$ cat src/rtl/param_shift_register.sv
// Full-duplex serial shift engine: shifts a DATA_WIDTH-bit word out while capturing one in.
// Optional received-word parity outputs are enabled by defining SHIFT_PARITY_EN.
`timescale 1ns/1ps

module param_shift_register #(
   parameter int DATA_WIDTH = 16,
   parameter int CNT_WIDTH  = 5,
   parameter bit MSB_FIRST  = 1'b1
) (
   input  logic                  clock,
   input  logic                  reset,
   input  logic                  start_i,
   input  logic                  abort_i,
   input  logic                  bit_en_i,
   input  logic                  serial_in_i,
   input  logic [DATA_WIDTH-1:0] parallel_in_i,
   input  logic                  data_ack_i,
`ifdef SHIFT_PARITY_EN
   input  logic                  parity_in_i,
   output logic                  parity_out_o,
   output logic                  parity_err_o,
`endif
   output logic                  serial_out_o,
   output logic [DATA_WIDTH-1:0] parallel_out_o,
   output logic                  data_valid_o,
   output logic                  busy_o,
   output logic [CNT_WIDTH-1:0]  bit_count_o
);

   typedef enum logic [1:0] {IDLE, SHIFT, HOLD} state_t;

   state_t                state_q, state_d;
   logic [DATA_WIDTH-1:0] shiftReg_q, shiftReg_d;
   logic [DATA_WIDTH-1:0] parallelOut_q, parallelOut_d;
   logic                  serialOut_q, serialOut_d;
   logic                  dataValid_q, dataValid_d;
   logic [CNT_WIDTH-1:0]  bitCount_q, bitCount_d;
`ifdef SHIFT_PARITY_EN
   logic                  parityOut_q, parityOut_d;
   logic                  parityErr_q, parityErr_d;
`endif

   logic [DATA_WIDTH-1:0] shifted;
   logic                  firstBit;
   logic                  nextBit;
   logic                  lastBit;

   // The received bit always enters at the end opposite the transmit end.
   always_comb begin
      if (MSB_FIRST) begin
         shifted  = {shiftReg_q[DATA_WIDTH-2:0], serial_in_i};
         firstBit = parallel_in_i[DATA_WIDTH-1];
         nextBit  = shifted[DATA_WIDTH-1];
      end else begin
         shifted  = {serial_in_i, shiftReg_q[DATA_WIDTH-1:1]};
         firstBit = parallel_in_i[0];
         nextBit  = shifted[0];
      end
      lastBit = (bitCount_q == CNT_WIDTH'(DATA_WIDTH - 1));
   end

   always_comb begin
      state_d       = state_q;
      shiftReg_d    = shiftReg_q;
      parallelOut_d = parallelOut_q;
      serialOut_d   = serialOut_q;
      dataValid_d   = dataValid_q;
      bitCount_d    = bitCount_q;
`ifdef SHIFT_PARITY_EN
      parityOut_d   = parityOut_q;
      parityErr_d   = parityErr_q;
`endif
      if (abort_i) begin
         state_d     = IDLE;
         bitCount_d  = '0;
         serialOut_d = 1'b0;
         dataValid_d = 1'b0;
`ifdef SHIFT_PARITY_EN
         parityOut_d = 1'b0;
         parityErr_d = 1'b0;
`endif
      end else begin
         case (state_q)
            IDLE: begin
               if (start_i) begin
                  shiftReg_d  = parallel_in_i;
                  serialOut_d = firstBit;
                  bitCount_d  = '0;
                  state_d     = SHIFT;
               end
            end
            SHIFT: begin
               if (bit_en_i) begin
                  shiftReg_d  = shifted;
                  serialOut_d = nextBit;
                  bitCount_d  = bitCount_q + CNT_WIDTH'(1);
                  if (lastBit) begin
                     parallelOut_d = shifted;
                     dataValid_d   = 1'b1;
                     state_d       = HOLD;
`ifdef SHIFT_PARITY_EN
                     parityOut_d   = ^shifted;
                     parityErr_d   = (^shifted) ^ parity_in_i;
`endif
                  end
               end
            end
            HOLD: begin
               // Ack together with start chains the next frame with no idle gap.
               if (data_ack_i) begin
                  dataValid_d = 1'b0;
                  bitCount_d  = '0;
                  if (start_i) begin
                     shiftReg_d  = parallel_in_i;
                     serialOut_d = firstBit;
                     state_d     = SHIFT;
                  end else begin
                     state_d     = IDLE;
                  end
               end
            end
            default: state_d = IDLE;
         endcase
      end
   end

   always_ff @(posedge clock or negedge reset) begin
      if (!reset) begin
         state_q       <= IDLE;
         shiftReg_q    <= '0;
         parallelOut_q <= '0;
         serialOut_q   <= 1'b0;
         dataValid_q   <= 1'b0;
         bitCount_q    <= '0;
`ifdef SHIFT_PARITY_EN
         parityOut_q   <= 1'b0;
         parityErr_q   <= 1'b0;
`endif
      end else begin
         state_q       <= state_d;
         shiftReg_q    <= shiftReg_d;
         parallelOut_q <= parallelOut_d;
         serialOut_q   <= serialOut_d;
         dataValid_q   <= dataValid_d;
         bitCount_q    <= bitCount_d;
`ifdef SHIFT_PARITY_EN
         parityOut_q   <= parityOut_d;
         parityErr_q   <= parityErr_d;
`endif
      end
   end

   assign serial_out_o   = serialOut_q;
   assign parallel_out_o = parallelOut_q;
   assign data_valid_o   = dataValid_q;
   assign busy_o         = (state_q == SHIFT) || (state_q == HOLD);
   assign bit_count_o    = bitCount_q;
`ifdef SHIFT_PARITY_EN
   assign parity_out_o   = parityOut_q;
   assign parity_err_o   = parityErr_q;
`endif

endmodule

$ cat config.mk
export PLATFORM = sky130hd
export DESIGN_NAME = param_shift_register
export DESIGN_NICKNAME = d
export VERILOG_FILES = /design/src/rtl/param_shift_register.sv
export SDC_FILE = /design/constraint.sdc
export NUM_CORES = 1
export LEC_CHECK = 0
export ABC_AREA = 1
export CORE_UTILIZATION = 35
export CTS_CLUSTER_DIAMETER = 120
export CTS_CLUSTER_SIZE = 10
export DETAILED_ROUTE_END_ITERATION = 6
export PLACE_DENSITY = 0.56
export SLEW_MARGIN = 20
export SYNTH_ARGS = -nofsm -noshare
export SYNTH_HDL_FRONTEND = slang
export SYNTH_SLANG_ARGS = --single-unit
$ cat constraint.sdc
create_clock -name clock -period 1.81 [get_ports clock]
set_input_delay 0.362 -clock clock [delete_from_list [all_inputs] [get_ports clock]]
set_output_delay 0.362 -clock clock [all_outputs]
set_load 0.01 [all_outputs]
# After elaboration in Yosys (flattened, before gate mapping)
# Cells that the tools add are included.
# Widths: inputs -> output; s select.
dict set report word_totals {
  register_bits 41
  in_bits 23
  output_inout_bits 24
}
dict set report op_classes {
  add_sub_neg 1
  n_eq_ne 9
  n_mux 26
  n_bitwise 1
  reduce_logical 11
}
# cell count
set ops {}
lappend ops {{$mux 16} 3}
lappend ops {{$pmux 16 s3} 1}
lappend ops {{$mux 5} 4}
lappend ops {{$reduce_and 4->1} 5}
lappend ops {{$pmux 5 s3} 1}
lappend ops {{$ne 3x3->1 const B} 4}
lappend ops {{$mux 2} 5}
lappend ops {{$mux 1} 9}
lappend ops {{$pmux 2 s3} 1}
lappend ops {{$reduce_bool 3->1} 2}
lappend ops {{$add 5x1->5 const B} 1}
lappend ops {{$eq 5x4->1 const B} 1}
lappend ops {{$ne 2x2->1 const B} 2}
lappend ops {{$reduce_bool 4->1} 1}
lappend ops {{$pmux 1 s3} 1}
lappend ops {{$reduce_and 3->1} 1}
lappend ops {{$eq 2x1->1 const B} 1}
lappend ops {{$eq 2x2->1 const B} 1}
lappend ops {{$logic_not 2->1} 1}
lappend ops {{$pmux 1 s2} 1}
lappend ops {{$logic_or 1x1->1} 1}
lappend ops {{$not 1->1} 1}

# Depth between registers and ports, before layout
dict set report logic_depth {
  word_depth 5
  ltp_mapped 9
}

# Least setup slack after synthesis
# OpenSTA, ideal clock, no wires.
dict set report synth_timing {
  path_kind {register to register}
  startpoint {reg bitCount_q[0] (netlist: bit_count_o[0])}
  endpoint {reg state_q[0]}
  setup_time_ps 117
  arrival_ps 1353
  t_required_ps 1693
  slack_ps 340
  path_stages_with_launch 9
  n_path_buf 0
  synth_period_minus_slack_ps 1470
  cell_sequence {dfrtp_1 > ha_1 > nand2_1 > nor2_1 > ha_1 > nor2_1 > nor2_4 > nand3_1 > nand2_1}
}
dict set report synth_via {
  elab_chain_len 3
}
# element line_no
set synth_rtl {}
lappend synth_rtl {{start: declaration} 37} ;# logic [CNT_WIDTH-1:0] bitCount_q, bitCount_d;
lappend synth_rtl {{start signal: assignment} 145} ;# bitCount_q <= bitCount_d;
lappend synth_rtl {{$eq 5x4->1} 59} ;# lastBit = (bitCount_q == CNT_WIDTH'(DATA_WIDTH - 1));
lappend synth_rtl {{$ne 3x3->1 (no source line)} n/a}
lappend synth_rtl {{$reduce_and 4->1 (no source line)} n/a}
lappend synth_rtl {{end signal: assignment} 140} ;# state_q <= state_d;
lappend synth_rtl {{end: declaration} 32} ;# state_t state_q, state_d;
# No other way between the ends.
# A chain may end at the register's enable or synchronous reset.

# Worst setup path after layout
dict set report layout_timing {
  startpoint {reg state_q[0]}
  endpoint {reg shiftReg_q[11]}
}
dict set report layout_via {
  elab_chain_len 3
}
# element line_no
set layout_rtl {}
lappend layout_rtl {{$eq 2x2->1 (tied with other cells)} 83} ;# case (state_q)
lappend layout_rtl {{$ne 2x2->1 (no source line) or $reduce_bool 3->1 (tied branches)} n/a}
lappend layout_rtl {{$reduce_and 4->1 (no source line)} n/a}
lappend layout_rtl {{end signal: assignment} 141} ;# shiftReg_q <= shiftReg_d;
lappend layout_rtl {{end: declaration} 33} ;# logic [DATA_WIDTH-1:0] shiftReg_q, shiftReg_d;
# Several ways; a longest one is shown, not always the timed one.

==> flow_summary.json <==
{
  "result_of_the_run": "finished clean",
  "internal_power_uw": 2140,
  "power.share.clock_pct": 23.1,
  "post_synth_xor_area_fraction_pct": 0,
  "die_width_um": 80.6,
  "postSynth.topFlopCell": "dfrtp_1",
  "firstDrtPassIters": 5,
  "first_global_vias": 1662,
  "report.final.slew_viol_count": 0,
  "floorplan.die_area_mm2": 0.00650,
  "seq_area_frac_synth_pct": 46.3,
  "layout_min_cycle_time_ps": 1700,
  "synth-adder-area-share_pct": 3.47,
  "criticalPathCategory": "register to register",
  "initial_utilization_pct": 36.3,
  "synth_area_per_cell_um2": 8.32,
  "fraction_of_layout_cells_with_a_size_suffix_above_1_pct": 16.7,
  "track_usage_pct": 15.7,
  "complex_gate_fraction_of_the_synthesized_area_pct": 11.4,
  "transition_time_at_the_pin_with_the_least_slew_margin_ps": 628,
  "startpoint_type": "register",
  "total_core_area_mm2": 0.00596,
  "sw_frac_of_total_pct": 38.0,
  "holdBufCountCts": 0,
  "ys_warn_count": 0,
  "irDropWorstVdd_uv": 685,
  "total_i_o_pin_count": 47,
  "clock_network_latency_to_the_later_pin_of_the_worst_skew_pair_ps": 290,
  "synth_most_common_cell": "nand2_1",
  "total_placed_instance_area_mm2": 0.00272,
  "end_kind": "register",
  "postSynthRegisterBits": 40,
  "worstRegToRegCells": 8,
  "antenna_cells": 0,
  "synth_instances": 260,
  "highest_clock_frequency_the_design_can_meet_mhz": 589,
  "syn_nets": 289,
  "rsz0062_at_grt": "false",
  "power.switching_uw": 1310,
  "synth_top_family_by_area": "simple AND/OR/NAND/NOR gates",
  "detail_route.iter0.violations": 91,
  "synth_largest_type_area_fraction_pct": 46.3,
  "cts-htree-levels": 2,
  "global_route_wire_length_before_repair_mm": 7.74,
  "min_path_type": "primary input to async pin",
  "cts_root_buffer": "clkbuf_8",
  "crit_path_max_fanout": 11,
  "grt_max_degree": 33,
  "cts_tree": "yes",
  "setup_viol": 0,
  "wl_per_cell_um": 11.6,
  "leakagePower_uw": 0.00143,
  "grt_overflow": 0,
  "clkSinkCount": 40,
  "timing_hold_violations_final": 0,
  "worst-endpoint-arrival_ps": 1920,
  "vias_per_cell": 4.47,
  "port-buffer-count": 46,
  "place_congestion": 0.836,
  "worst_ep_required_time_ps": 2040,
  "drcViolationCount": 0,
  "std_cell_rows": 28,
  "tns_ps": 0,
  "synthMuxAreaShare_pct": 0,
  "clk_path_buf_depth": 2,
  "cts.clk_slew.worst_paths_ps": 80,
  "synth_largest_area_cell": "dfrtp_1",
  "layout_worst_path_cycle_share_pct": 93.7,
  "p_per_area_mw_per_mm2": 1210,
  "tritoncts_buffer_count": 5,
  "yosys.cell_types.count": 22,
  "initial_antenna_violation_count": 0,
  "vias": 1754,
  "area_delta_synth_final_pct": 32.3,
  "synth_simple_gate_area_share_pct": 29.3,
  "ant_nets": 0,
  "die_h_um": 80.6,
  "p_seq_share_pct": 34.8,
  "worst_slew_margin_rel_pct": 58.2,
  "yosys-top-cells-area": "dfrtp_1 46%, nand2_1 16%, o21ai_2 6.1%",
  "synth_edf_count": 0,
  "async_flop_share_pct": 100,
  "finish.instance_area_mm2": 0.00286,
  "finClkSkew_ps": 5.72,
  "power_frac_comb_pct": 42.1,
  "dpl.hpwl_mm": 3.29,
  "synth_area_mm2": 0.00216,
  "wirelength_mm": 4.53,
  "yosys-top-cells-count": "90 x nand2_1, 40 x dfrtp_1, 27 x inv_1",
  "max_cap_viol_count": 0,
  "final_net_count": 345
}
-- final cells by class --
cell class | count | area (um^2)
Fill cell | 616 | 3090
Sequential cell | 40 | 1000
Multi-Input combinational cell | 181 | 956
Timing Repair Buffer | 58 | 569
Inverter | 30 | 115
Clock buffer | 7 | 96.3
Tap cell | 75 | 93.8
Clock inverter | 1 | 30.0
-- sequential cells by signal, summed over array words and instances, names as in the netlist --
signal          cells
bit_count_o         5
data_valid_o        1
parallel_out_o     16
serial_out_o        1
shiftReg_q         15
state_q             2
-- per-layer routing --
layer	wire, um	GRT usage, %	up-vias
met3	146	3.52	5
li1	-	-	927
met4	60	5.36	0
met5	0	0	-
met1	2230	20.7	796
met2	2090	25.2	26
-- worst paths after layout --
| path | startpoint | slack (ps) | to |
|---|---|---|---|
| max | state_q[0] | 110 | shiftReg_q[11] |
| min | reset | 80 | parallel_out_o[13] |
| max reg2reg | state_q[0] | 110 | shiftReg_q[11] |
| min reg2reg | shiftReg_q[6] | 480 | shiftReg_q[6] |
| max in group asynchronous | reset | 1140 | shiftReg_q[6] |
| min in group clock | shiftReg_q[6] | 480 | shiftReg_q[6] |
-- cells by family after synthesis --
family	count (synthesis)
flip-flops	40
buffers and inverters	39
AND/OR/NAND/NOR	137
adder cells (fa/ha/maj)	6
AO/OA/AOI/OAI	38
-- timing repair --
item,CTS,global route
setup endpoints to repair,1,0
setup buffers,2,0
gates resized for setup,1,0
-- worst max-delay path, stage by stage, from the launching register on --
cell and delay (ps):
dfrtp_1 390, buf_4 150, ha_1 310, nand2_1 130
o21ai_2 70, nor2_4 190, buf_4 220, nand3_1 80
nand2_1 80
-- metrics by stage --
stage	utilization (%)	cells	worst slack, ps	hold WS (ps)	power (uW)
after floorplan	-	260	340	66.4	2250
after global placement	45.7	382	134	421	2680
after detailed placement	45.7	382	114	424	2680
after CTS	48.0	392	114	106	3500
after global routing	48.0	392	5.77	124	3750
final	48.0	392	113	84.0	3460
-- power groups by stage --
stage	combinational [uW]	sequential (uW)	clock (uW)
after global routing	1670	1230	858
after detailed placement	1450	1230	0
after global placement	1450	1230	0
after CTS	1480	1200	818
after floorplan	1020	1230	0
final	1460	1200	798
-- layout by cell type (no fill, tap or decap) --
cell and count:
nand3_4 1, buf_4 10, dfrtp_1 40, nand2_4 4
ha_1 6, buf_12 2, nand3_1 21, nand2_2 3
clkbuf_8 7, nor2_4 3, nor2_1 10, nand2_1 90
dlygate4sd2_1 1, bufinv_16 1, inv_1 27, inv_2 2
o21ai_1 8, nand4_1 2, o21ai_0 15, inv_4 1
o21ai_2 15, buf_2 1, nand3_2 2, clkdlybuf4s50_1 44
or2_2 1
Note: power is estimated with default switching activity, not from simulation.
